$ cat config.mk
export PLATFORM = sky130hd
export DESIGN_NAME = alarm_led_ctrl
export DESIGN_NICKNAME = d
export VERILOG_FILES = /design/src/rtl/alarm_pkg.sv /design/src/rtl/sec_tick_gen.sv /design/src/rtl/alarm_led_ctrl.sv
export SDC_FILE = /design/constraint.sdc
export NUM_CORES = 1
export LEC_CHECK = 0
export ABC_AREA = 1
export CAP_MARGIN = 20
export CORE_UTILIZATION = 54
export DETAILED_ROUTE_END_ITERATION = 10
export GPL_TIMING_DRIVEN = 0
export PLACE_DENSITY = 0.76
export SLEW_MARGIN = 10
export SYNTH_ARGS = -nofsm -noshare
export SYNTH_HDL_FRONTEND = slang
export SYNTH_SLANG_ARGS = --single-unit
$ cat constraint.sdc
create_clock -name clk -period 1.8 [get_ports clk]
set_input_delay 0.36 -clock clk [delete_from_list [all_inputs] [get_ports clk]]
set_output_delay 0.36 -clock clk [all_outputs]
set_load 0.1 [all_outputs]
$ cat src/rtl/alarm_pkg.sv
// Shared encodings and widths for the alarm LED controller.
package alarm_pkg;

  localparam int STATE_W  = 2;
  localparam int SNOOZE_W = 2;

  typedef enum logic [STATE_W-1:0] {
    ST_IDLE   = 2'd0,
    ST_RING   = 2'd1,
    ST_SNOOZE = 2'd2
  } state_t;

endpackage

$ cat src/rtl/sec_tick_gen.sv
// One-cycle tick every CLK_HZ clocks; clr restarts the count so the next
// tick is a full second away.
module sec_tick_gen #(
  parameter int CLK_HZ = 50_000_000
) (
  input  logic clk,
  input  logic rst_n,
  input  logic clr,
  output logic tick
);

  localparam int PW = (CLK_HZ > 1) ? $clog2(CLK_HZ) : 1;
  localparam logic [PW-1:0] LAST = PW'(CLK_HZ - 1);

  logic [PW-1:0] presc;

  assign tick = (presc == LAST);

  always_ff @(posedge clk or negedge rst_n) begin
    if (!rst_n)
      presc <= '0;
    else if (clr || tick)
      presc <= '0;
    else
      presc <= presc + PW'(1);
  end

endmodule

$ cat src/rtl/alarm_led_ctrl.sv
// Alarm sequencer: rings, auto-snoozes, gates the breathing LED and buzzer.
// BUZZ_PATTERN_EN: buzzer pulses 1 s on / 1 s off in RING instead of steady on.
//
// state     | meaning
// ----------+-----------------------------------------------------------
// ST_IDLE   | waiting for alarm_trig; LED, buzzer off, breath held
// ST_RING   | LED follows pwm_in, buzzer on, auto-snooze after RING_S
// ST_SNOOZE | quiet; re-ring after SNOOZE_S unless stopped
module alarm_led_ctrl
  import alarm_pkg::*;
#(
  parameter int CLK_HZ     = 50_000_000,
  parameter int RING_S     = 30,
  parameter int SNOOZE_S   = 300,
  parameter int MAX_SNOOZE = 3
) (
  input  logic                clk,
  input  logic                rst_n,
  input  logic                alarm_trig,
  input  logic                stop_btn,
  input  logic                snooze_btn,
  input  logic                pwm_in,
  output logic                breath_rst_n,
  output logic                led_out,
  output logic                buzzer_en,
  output logic [STATE_W-1:0]  state,
  output logic [SNOOZE_W-1:0] snooze_cnt
);

  localparam int SEC_MAX = (RING_S > SNOOZE_S) ? RING_S : SNOOZE_S;
  localparam int SEC_W   = $clog2(SEC_MAX + 1);
  localparam logic [SEC_W-1:0]    SEC_TOP     = SEC_W'(SEC_MAX);
  localparam logic [SEC_W-1:0]    RING_LAST   = SEC_W'(RING_S - 1);
  localparam logic [SEC_W-1:0]    SNOOZE_LAST = SEC_W'(SNOOZE_S - 1);
  localparam logic [SNOOZE_W-1:0] SNZ_LIMIT   = SNOOZE_W'(MAX_SNOOZE);

  state_t              state_q, state_d;
  logic [SNOOZE_W-1:0] snz_q, snz_d;
  logic [SEC_W-1:0]    sec_q, sec_d;
  logic                tick, clr, at_limit, timeout;
  logic                ring_d, buzz_on;

  sec_tick_gen #(
    .CLK_HZ(CLK_HZ)
  ) u_sec_tick (
    .clk  (clk),
    .rst_n(rst_n),
    .clr  (clr),
    .tick (tick)
  );

  always_comb begin
    state_d  = state_q;
    snz_d    = snz_q;
    at_limit = (state_q == ST_RING) ? (sec_q == RING_LAST) : (sec_q == SNOOZE_LAST);
    timeout  = tick && at_limit;

    case (state_q)
      ST_IDLE: begin
        if (alarm_trig) begin
          state_d = ST_RING;
          snz_d   = '0;
        end
      end
      ST_RING: begin
        if (stop_btn) begin
          state_d = ST_IDLE;
        end else if (snooze_btn || timeout) begin
          if (snz_q == SNZ_LIMIT) begin
            state_d = ST_IDLE;
          end else begin
            state_d = ST_SNOOZE;
            snz_d   = snz_q + SNOOZE_W'(1);
          end
        end
      end
      ST_SNOOZE: begin
        if (stop_btn)
          state_d = ST_IDLE;
        else if (timeout)
          state_d = ST_RING;
      end
      default: state_d = ST_IDLE;
    endcase

    // Prescaler and seconds both restart on any state change.
    clr = (state_d != state_q);
    if (clr || state_q == ST_IDLE)
      sec_d = '0;
    else if (tick && sec_q != SEC_TOP)
      sec_d = sec_q + SEC_W'(1);
    else
      sec_d = sec_q;

    ring_d = (state_d == ST_RING);
  end

`ifdef BUZZ_PATTERN_EN
  assign buzz_on = ~sec_d[0];
`else
  assign buzz_on = 1'b1;
`endif

  always_ff @(posedge clk or negedge rst_n) begin
    if (!rst_n) begin
      state_q <= ST_IDLE;
      snz_q   <= '0;
      sec_q   <= '0;
    end else begin
      state_q <= state_d;
      snz_q   <= snz_d;
      sec_q   <= sec_d;
    end
  end

  // Outputs registered from next-state so they line up with the state register.
  always_ff @(posedge clk or negedge rst_n) begin
    if (!rst_n) begin
      breath_rst_n <= 1'b0;
      led_out      <= 1'b0;
      buzzer_en    <= 1'b0;
    end else begin
      breath_rst_n <= ring_d;
      led_out      <= ring_d & pwm_in;
      buzzer_en    <= ring_d & buzz_on;
    end
  end

  assign state      = state_q;
  assign snooze_cnt = snz_q;

endmodule

==> results.json <==
{
  "status": "complete, but fails checks",
  "failed_checks": "setup timing",
  "cts-root-buf": "clkbuf_8",
  "reg2reg_slack_ns": -0.39,
  "p_per_area_nw_per_um2": 1070,
  "cts_max_level": 2,
  "syn_inst": 292,
  "synth_area_sq_um": 2500,
  "rows": 24,
  "path_clk_slew_ns": 0.08,
  "start_util_pct": 56.7,
  "skew_ns": 0.00329,
  "setup_viol": 37,
  "nets": 348,
  "diodes": 0,
  "critical_path.startpoint_type": "flop",
  "period_needed_ns": 2.19,
  "antenna_found_initial": 0,
  "max_freq_ghz": 0.456,
  "hold_ws_ns": 0.489,
  "ant_nets": 0,
  "async_flop_share_pct": 100,
  "vias": 2066,
  "dpl.hpwl_microns": 3200,
  "cts_sinks": 41,
  "core_sq_um": 4410,
  "ios": 13,
  "fin_crit_sh_pct": 122,
  "synth_top_area_share_pct": 41.0,
  "grt_max_degree": 29,
  "crit_type": "flop to flop",
  "ys_ff_latch": 41,
  "cts.path.max_buffers": 2,
  "arrival_ns": 2.38,
  "die_x_microns": 70.1,
  "placed_area_sq_um": 2720,
  "yosysSeqAreaShare_pct": 41.0,
  "grtUsageTotal_pct": 22.7,
  "insertion_delay_ns": 0.30,
  "synthSimpleGateAreaFrac_pct": 38.0,
  "critical_path_required_ns": 1.99,
  "drc": 0,
  "synth.area.top_cells": "dfrtp_1 41%, nor2_4 9.5%, xor2_1 8.4%",
  "synth_fa_ha_area_share_pct": 2.00,
  "setup_slack_ns": -0.392,
  "p_leak_uw": 0.00132,
  "wirelength_microns": 5560,
  "grt_overflow": 0,
  "worst-path-max-fanout": 4,
  "hp-class": "primary input to async pin",
  "die_h_microns": 70.1,
  "power_uw": 3490,
  "ir_drop_mv": 1.23,
  "synth-compound-area-share_pct": 2.05,
  "fillCellCount": 305,
  "fin_area_sq_um": 3270,
  "hold_viol": 0,
  "maxSlewViolCount": 0,
  "port_buffers": 12,
  "worst_setup_path_end_kind": "flop",
  "tightest_slew_ns": 0.546,
  "ys_warn_count": 0,
  "wl_per_cell_microns": 14.2,
  "max-cap-violations": 0,
  "muxShareOfSynthArea_pct": 0,
  "post_route_cells_drive_above_1_share_pct": 33.6,
  "max-slew-margin-rel_pct": 63.8,
  "globalplace.congestion": 0.853,
  "areaGrowthSynthToFinish_pct": 30.7,
  "yosysUniqueCellTypes": 30,
  "syn_area_per_cell_sq_um": 8.57,
  "grt_pass1_wl_microns": 8840,
  "cts_tree": "built",
  "synth_commonest_cells": "53 x nand2_1, 46 x nor2_1, 41 x dfrtp_1, 36 x inv_1, 24 x xor2_1",
  "cts_buffers": 5,
  "synth-main-ff-cell": "dfrtp_1",
  "first_iter_violations": 101,
  "first_pass_iters": 4,
  "yosysMostFrequentCell": "nand2_1",
  "synth_top_family_by_area": "simple AND/OR/NAND/NOR gates",
  "die_area_sq_um": 4910,
  "synth_fp_nets": 302,
  "yosys.area.top_type": "dfrtp_1",
  "viasPerCell": 5.28,
  "synth_edf_count": 0,
  "grt_pass1_vias": 2062,
  "synth_xor_area_share_pct": 9.45,
  "rsz0062_at_grt": "true"
}
## metrics by stage
stage / util [%] / worst slack (ns) / instances / TNS [ns]
2_1_floorplan: - / -0.209 / 292 / -5.07
5_1_grt: 74.0 / -0.542 / 391 / -14.57
3_5_place_dp: 61.5 / -0.514 / 357 / -14.63
4_1_cts: 70.7 / -0.250 / 386 / -8.14
3_3_place_gp: 61.2 / -0.915 / 356 / -41.21
6_report: 74.0 / -0.392 / 391 / -9.85
## cells by family after synthesis
kind of cell / Yosys count
AND/OR/NAND/NOR: 171
flip-flops: 41
buffers and inverters: 40
XOR/XNOR: 27
AO/OA/AOI/OAI: 9
adder cells (fa/ha/maj): 4
## area by class of cell
| cell class | count | area (sq um) | area share, % |
|---|---|---|---|
| Multi-Input combinational cell | 211 | 1430 | 43.8 |
| Sequential cell | 41 | 1030 | 31.6 |
| Timing Repair Buffer | 40 | 434 | 13.3 |
| Inverter | 37 | 141 | 4.33 |
| Clock buffer | 5 | 68.8 | 2.11 |
| Clock inverter | 3 | 65.1 | 1.99 |
| Tap cell | 52 | 65.1 | 1.99 |
| Buffer | 2 | 27.5 | 0.842 |
## final timing paths
path	startpoint	end	depth (start not counted)
worst max-delay path	u_sec_tick.presc[1]	u_sec_tick.presc[23]	10
min in group clk	snooze_cnt[0]	snooze_cnt[0]	1
worst min register to register	snooze_cnt[0]	snooze_cnt[0]	1
max in group asynchronous	rst_n	state[1]	3
worst max register to register	u_sec_tick.presc[1]	u_sec_tick.presc[23]	10
worst min-delay path	rst_n	u_sec_tick.presc[5]	2
## layer usage
| layer | part of all wire (%) | vias up | track usage (%) | wire length (microns) |
|---|---|---|---|---|
| li1 | - | 1005 | - | - |
| met1 | 40 | 997 | 26.4 | 2220 |
| met2 | 54 | 42 | 41.2 | 2980 |
| met3 | 3.0 | 22 | 3.17 | 167 |
| met4 | 3.5 | 0 | 9.56 | 194 |
| met5 | 0 | - | 0 | 0 |
## worst max-delay path, cell delays in order, from the launching register on
cell	delay [ns]
dfrtp_1	0.41
buf_4	0.14
nand4_1	0.13
nor2_2	0.20
nand4_1	0.24
nor2_4	0.20
nand2_1	0.14
nor2_1	0.19
nand3_1	0.13
xor2_1	0.24
nor2_4	0.05
## cell usage in the layout (no fill, tap or decap), types with 7 or more instances in the layout
master and n:
nand2_1 48, dfrtp_1 39, inv_1 31, nor2_1 29, nor2_4 28, xor2_1 23, buf_4 20, nand3_1 16
nor2_2 11, nand4_1 10, nand2_2 7, nor3_1 7, clkdlybuf4s15_2 7
## report_power, final
group	internal (uW)	leakage [uW]	switching, uW
logic	593	0.000691	940
registers	994	0.000562	80.4
clock network	551	0.0000681	329
total	2140	0.00132	1350
## registers in the layout (all words and copies together), names as in the netlist
| register | flops |
|---|---|
| u_sec_tick.presc | 26 |
| sec_q | 9 |
| snooze_cnt | 2 |
| state | 2 |
| buzzer_en | 1 |
| led_out | 1 |
## timing repair
| item | 4_1_cts | 5_1_grt |
|---|---|---|
| gates cloned | 2 | 0 |
| pin swaps | 7 | 4 |
| gates resized for setup | 40 | 34 |
| setup endpoints to repair | 44 | 38 |
| hold buffers | 1 | 0 |
| hold endpoints to repair | 13 | 0 |
| setup buffers | 18 | 6 |
Note: power is estimated with default switching activity, not from simulation.
